<file path="src/rtl/bus_cycle_controller.sv">
// rtl/bus_cycle_controller.sv - 6809 bus-cycle tracker, address decoder and flash read stretcher
module bus_cycle_controller #(
  parameter logic [15:0] FLASH_BASE     = 16'hF000,
  parameter logic [15:0] FLASH_MASK     = 16'hF000,
  parameter logic [15:0] IO_BASE        = 16'hE000,
  parameter logic [15:0] IO_MASK        = 16'hFF00,
  parameter int          SETTLE_CYCLES  = 4,
  parameter int          TIMEOUT_CYCLES = 255
) (
  input  logic        clk,
  input  logic        reset,
  input  logic        i_E,
  input  logic        i_Q,
  input  logic [15:0] i_ADDRESS_BUS,
  input  logic        i_RW,
  input  logic [7:0]  i_flash_data,
  input  logic        i_flash_ready,
  output logic        o_flash_ce,
  output logic        o_ram_ce,
  output logic        o_io_ce,
  output logic [7:0]  o_DATA,
  output logic        o_DATA_OE,
  output logic        o_MRDY,
  output logic        o_timeout_err
);

  typedef enum logic [2:0] {
    S_IDLE,
    S_FLASH_REQ,
    S_FLASH_WAIT,
    S_HOLD,
    S_IGNORE
  } state_t;

  localparam logic [7:0] SETTLE_LAST = 8'(SETTLE_CYCLES - 1);
  localparam logic [7:0] TMO_LAST    = 8'(TIMEOUT_CYCLES - 1);

  state_t      state_q, state_d;
  logic [1:0]  e_sync_q, e_sync_d, q_sync_q, q_sync_d;
  logic        e_prev_q, e_prev_d, q_prev_q, q_prev_d;
  logic [7:0]  cnt_q, cnt_d;
  logic        flash_ce_q, flash_ce_d, ram_ce_q, ram_ce_d, io_ce_q, io_ce_d;
  logic [7:0]  data_q, data_d;
  logic        data_oe_q, data_oe_d, mrdy_q, mrdy_d, timeout_err_q, timeout_err_d;
  logic        q_rise, e_fall, flash_hit, io_hit;

  always_comb begin
    e_sync_d      = {e_sync_q[0], i_E};
    q_sync_d      = {q_sync_q[0], i_Q};
    e_prev_d      = e_sync_q[1];
    q_prev_d      = q_sync_q[1];
    q_rise        = q_sync_q[1] & ~q_prev_q;
    e_fall        = ~e_sync_q[1] & e_prev_q;
    // Decode straight off the bus at q_rise so MRDY can drop on the very next edge
    flash_hit     = (i_ADDRESS_BUS & FLASH_MASK) == FLASH_BASE;
    io_hit        = (i_ADDRESS_BUS & IO_MASK) == IO_BASE;

    state_d       = state_q;
    cnt_d         = cnt_q;
    flash_ce_d    = flash_ce_q;
    ram_ce_d      = ram_ce_q;
    io_ce_d       = io_ce_q;
    data_d        = data_q;
    data_oe_d     = data_oe_q;
    mrdy_d        = mrdy_q;
    timeout_err_d = timeout_err_q;

    case (state_q)
      S_IDLE: begin
        if (q_rise) begin
          cnt_d = 8'd0;
          if (flash_hit) begin
            if (i_RW) begin
              state_d    = S_FLASH_REQ;
              flash_ce_d = 1'b1;
              mrdy_d     = 1'b0;
            end else begin
              state_d = S_IGNORE;
            end
          end else if (io_hit) begin
            io_ce_d = 1'b1;
            state_d = S_HOLD;
          end else begin
            ram_ce_d = 1'b1;
            state_d  = S_HOLD;
          end
        end
      end
      S_FLASH_REQ: begin
        if (e_fall) begin
          state_d    = S_IDLE;
          flash_ce_d = 1'b0;
          mrdy_d     = 1'b1;
          cnt_d      = 8'd0;
        end else if (cnt_q == SETTLE_LAST) begin
          // Settling hides the controller's ready-drop latency on a fresh address
          cnt_d   = 8'd0;
          state_d = S_FLASH_WAIT;
        end else begin
          cnt_d = cnt_q + 8'd1;
        end
      end
      S_FLASH_WAIT: begin
        if (e_fall) begin
          state_d    = S_IDLE;
          flash_ce_d = 1'b0;
          mrdy_d     = 1'b1;
          cnt_d      = 8'd0;
        end else if (i_flash_ready) begin
          data_d    = i_flash_data;
          data_oe_d = 1'b1;
          mrdy_d    = 1'b1;
          state_d   = S_HOLD;
        end else if (cnt_q == TMO_LAST) begin
          data_d        = 8'hFF;
          data_oe_d     = 1'b1;
          mrdy_d        = 1'b1;
          timeout_err_d = 1'b1;
          state_d       = S_HOLD;
        end else begin
          cnt_d = cnt_q + 8'd1;
        end
      end
      S_HOLD: begin
        if (e_fall) begin
          flash_ce_d = 1'b0;
          ram_ce_d   = 1'b0;
          io_ce_d    = 1'b0;
          data_oe_d  = 1'b0;
          state_d    = S_IDLE;
        end
      end
      S_IGNORE: begin
        if (e_fall) state_d = S_IDLE;
      end
      default: begin
        state_d = S_IDLE;
      end
    endcase
  end

  always_ff @(posedge clk) begin
    if (!reset) begin
      state_q       <= S_IDLE;
      e_sync_q      <= 2'b00;
      q_sync_q      <= 2'b00;
      e_prev_q      <= 1'b0;
      q_prev_q      <= 1'b0;
      cnt_q         <= 8'd0;
      flash_ce_q    <= 1'b0;
      ram_ce_q      <= 1'b0;
      io_ce_q       <= 1'b0;
      data_q        <= 8'h00;
      data_oe_q     <= 1'b0;
      mrdy_q        <= 1'b1;
      timeout_err_q <= 1'b0;
    end else begin
      state_q       <= state_d;
      e_sync_q      <= e_sync_d;
      q_sync_q      <= q_sync_d;
      e_prev_q      <= e_prev_d;
      q_prev_q      <= q_prev_d;
      cnt_q         <= cnt_d;
      flash_ce_q    <= flash_ce_d;
      ram_ce_q      <= ram_ce_d;
      io_ce_q       <= io_ce_d;
      data_q        <= data_d;
      data_oe_q     <= data_oe_d;
      mrdy_q        <= mrdy_d;
      timeout_err_q <= timeout_err_d;
    end
  end

  assign o_flash_ce    = flash_ce_q;
  assign o_ram_ce      = ram_ce_q;
  assign o_io_ce       = io_ce_q;
  assign o_DATA        = data_q;
  assign o_DATA_OE     = data_oe_q;
  assign o_MRDY        = mrdy_q;
  assign o_timeout_err = timeout_err_q;

endmodule

</file>
<file path="config.mk">
export PLATFORM = sky130hd
export DESIGN_NAME = bus_cycle_controller
export DESIGN_NICKNAME = d
export VERILOG_FILES = /design/src/rtl/bus_cycle_controller.sv
export SDC_FILE = /design/constraint.sdc
export NUM_CORES = 1
export LEC_CHECK = 0
export CORE_MARGIN = 1
export CORE_UTILIZATION = 50
export CTS_CLUSTER_SIZE = 40
export DETAILED_ROUTE_END_ITERATION = 10
export HOLD_SLACK_MARGIN = 0.05
export PLACE_DENSITY = 0.81
export SLEW_MARGIN = 40
export SYNTH_ARGS = -nofsm -noshare
export SYNTH_HDL_FRONTEND = slang
export SYNTH_SLANG_ARGS = --single-unit
</file>
<file path="constraint.sdc">
create_clock -name clk -period 2.85 [get_ports clk]
set_input_delay 0.4275 -clock clk [delete_from_list [all_inputs] [get_ports clk]]
set_output_delay 0.4275 -clock clk [all_outputs]
set_load 0.03 [all_outputs]
</file>
==> metrics.yaml <==
floorplan:
  coreArea_sq_um: 2810
  dieHeight_um: 56.7
  rows: 19
  fp.dieArea_sq_um: 3220
  pin_count: 44
  die_w_um: 56.7
  start_util_pct: 53.4
critical_path:
  reg2regPathDepth: 6
  cp-start-kind: "register"
  arrival_ns: 2.12
  setup.worst_path.class: "reg -> reg"
  endpoint_kind: "register"
  crit_fanout: 7
  critPathRequiredTime_ns: 3.07
place:
  place_hpwl_um: 2500
  portBuffers: 35
  place_congestion: 0.811
  dpl_worst_slack_ns: 0.786
grt:
  first_global_vias: 1359
  grt_overflow: 0
  antenna_found_initial: 0
  track_usage_pct: 24.3
  grt_max_degree: 30
  grt_first_pass_wirelength_um: 6050
pwr:
  ir_drop_uv: 557
  cellPowerDensity_nw_per_um2: 679
  total_power_mw: 1.30
  p_leak_nw: 0.729
sta:
  hold_viol: 0
  max_freq_mhz: 527
  tightestPinTransition_ns: 0.416
  max_slew_margin_pct: 72.0
  drv_slew: 0
  fin_skew_ns: 0.00707
  rsz0062_at_grt: "no"
  post-route-period-util_pct: 66.6
  finalSetupViolCount: 0
  setup_ws_ns: 0.952
  period_needed_ns: 1.90
  setup-tns-final_ns: 0
clock_network:
  path_clk_slew_ns: 0.09
  cts_setup_buffers: 0
  post_cts_resize_count: 0
  cts_sinks: 31
  clock_latency_ns: 0.33
  cts_made_buffers: 5
  clockBufferDepth: 2
  cts_hold_buf: 0
  cts_root_buf: "clkbuf_4"
  htree_levels: 2
  cts_tree: "done"
cells_and_area:
  nets: 231
  drive_gt1_share_pct: 11.6
  finalCoreUtilization_pct: 68.5
  area_growth_pct: 28.3
  diodes: 0
yosys:
  synth_compound_area_share_pct: 28.1
  synth_top_family_by_area: "compound AO/OA/AOI/OAI gates"
  syn_area_sq_um: 1500
  synth_area_per_cell_sq_um: 9.24
  synth_xor_area_share_pct: 0
  synth-edff-count: 0
  ys_warn_count: 0
  ys.flop_type: "dfxtp_1"
  synth_cells: 162
  synthSimpleGateAreaFrac_pct: 25.2
  muxShareOfSynthArea_pct: 0.668
  synth-async-reset-ratio_pct: 0
  ys_seq_area_share_pct: 41.4
  ys_ff_latch: 31
  synthAdderAreaFrac_pct: 1.67
  ys_types: 50
  synth_nets: 194
route:
  wl_per_cell_um: 14.7
  firstDrtPassIters: 8
  routed_wl_um: 3390
  drtIter0Drc: 61
  vias: 1381
  drc_errors: 8
  via_per_inst: 6.00
  postRouteAntennaNets: 0
flow_run:
  cap_violations: 0
outcome:
  outcome: "complete, but fails checks"
  violations: "design-rule violations"
hold_path:
  hold_path_class: "reg -> reg"
  hold_depth: 1
[Yosys cell counts, drive strengths merged (2+ instances only)]
| master | count | area share (%) |
|---|---|---|
| a21boi | 3 | 1.8 |
| a21o | 4 | 2.5 |
| a21oi | 5 | 1.7 |
| a31oi | 3 | 1.3 |
| and2 | 8 | 3.3 |
| and2b | 3 | 1.6 |
| and3 | 3 | 1.3 |
| buf | 3 | 1.2 |
| clkbuf | 3 | 0.75 |
| dfxtp | 31 | 41 |
| ha | 2 | 1.7 |
| inv | 4 | 1.0 |
| nand2 | 10 | 2.5 |
| nand2b | 5 | 2.1 |
| nand3 | 8 | 2.7 |
| nand4 | 2 | 0.84 |
| nor2 | 12 | 3.0 |
| nor2b | 2 | 0.84 |
| nor3 | 5 | 2.0 |
| nor4b | 2 | 1.6 |
| o211ai | 3 | 2.2 |
| o21ai | 9 | 3.0 |
| o221a | 8 | 6.0 |
| o2bb2ai | 6 | 3.5 |
| o31ai | 2 | 1.0 |
| or2 | 2 | 1.0 |
[cell type report]
cell class | count | area, sq um
inverters | 4 | 15.0
repair buffers | 36 | 358
fillers | 228 | 883
well taps | 31 | 38.8
clock inverters | 1 | 5.00
flip-flops and latches | 31 | 621
clock buffers | 6 | 51.3
multi-input cells | 121 | 833
[metal layers]
metal | vias up | share of wire [%] | GRT usage (%) | wire length, um
met5 | - | 0 | 0 | 0
met4 | 0 | 2.0 | 10.5 | 69
met3 | 9 | 7.6 | 6.91 | 257
met2 | 55 | 47 | 39.3 | 1580
met1 | 632 | 44 | 30.2 | 1490
li1 | 685 | - | - | -
[final timing paths]
path	start	end	slack (ns)
worst max-delay path	cnt_q[0]	cnt_q[5]	0.95
worst min-delay path	e_sync_q[0]	e_sync_q[1]	0.46
worst max register to register	cnt_q[0]	cnt_q[5]	0.95
worst min register to register	e_sync_q[0]	e_sync_q[1]	0.46
[worst max-delay path, stage by stage, from the launching register on]
cell,delay [ns]
dfxtp_1,0.41
ha_1,0.23
nor4b_2,0.37
a21boi_2,0.11
o211ai_2,0.32
nor3_1,0.13
a32o_1,0.23
[metrics by stage]
step	hold slack [ns]	area (sq um)	std cells
after floorplan	0.412	1500	162
after global placement	0.423	1870	223
after detailed placement	0.437	1870	223
after CTS	0.460	1920	230
after global routing	0.476	1920	230
final	0.456	1920	230
[placed cells by master, fill, tap and decap left out, drive strengths merged, types with 3 or more instances in the layout]
master and n:
a21boi 3, a21o 4, a21oi 5, a31oi 3, and2 8, and2b 3, and3 3, clkbuf 6
clkdlybuf4s50 35, dfxtp 31, inv 4, nand2 10, nand2b 5, nand3 8, nor2 12, nor3 5
o211ai 3, o21ai 9, o221a 8, o2bb2ai 6
[cells by family (layout without fill, tap and decap cells)]
logic type | after synthesis | in the layout
flops | 31 | 31
mux | 1 | 1
simple gates | 67 | 67
buf+inv | 10 | 47
compound gates | 51 | 51
fa+ha+maj | 2 | 2
[state kept, by name (all words and copies together), names as in the netlist]
register       cells
o_MRDY             1
o_ram_ce           1
o_flash_ce         1
o_io_ce            1
e_prev_q           1
o_timeout_err      1
q_prev_q           1
state_q            3
o_DATA             8
q_sync_q           2
o_DATA_OE          1
e_sync_q           2
cnt_q              8
[where the power goes]
group | total [mW] | internal, mW | switching [mW]
combinational | 0.523 | 0.241 | 0.282
sequential | 0.525 | 0.479 | 0.0458
clock | 0.256 | 0.114 | 0.142
No activity file was read; power rests on OpenSTA's default activity.
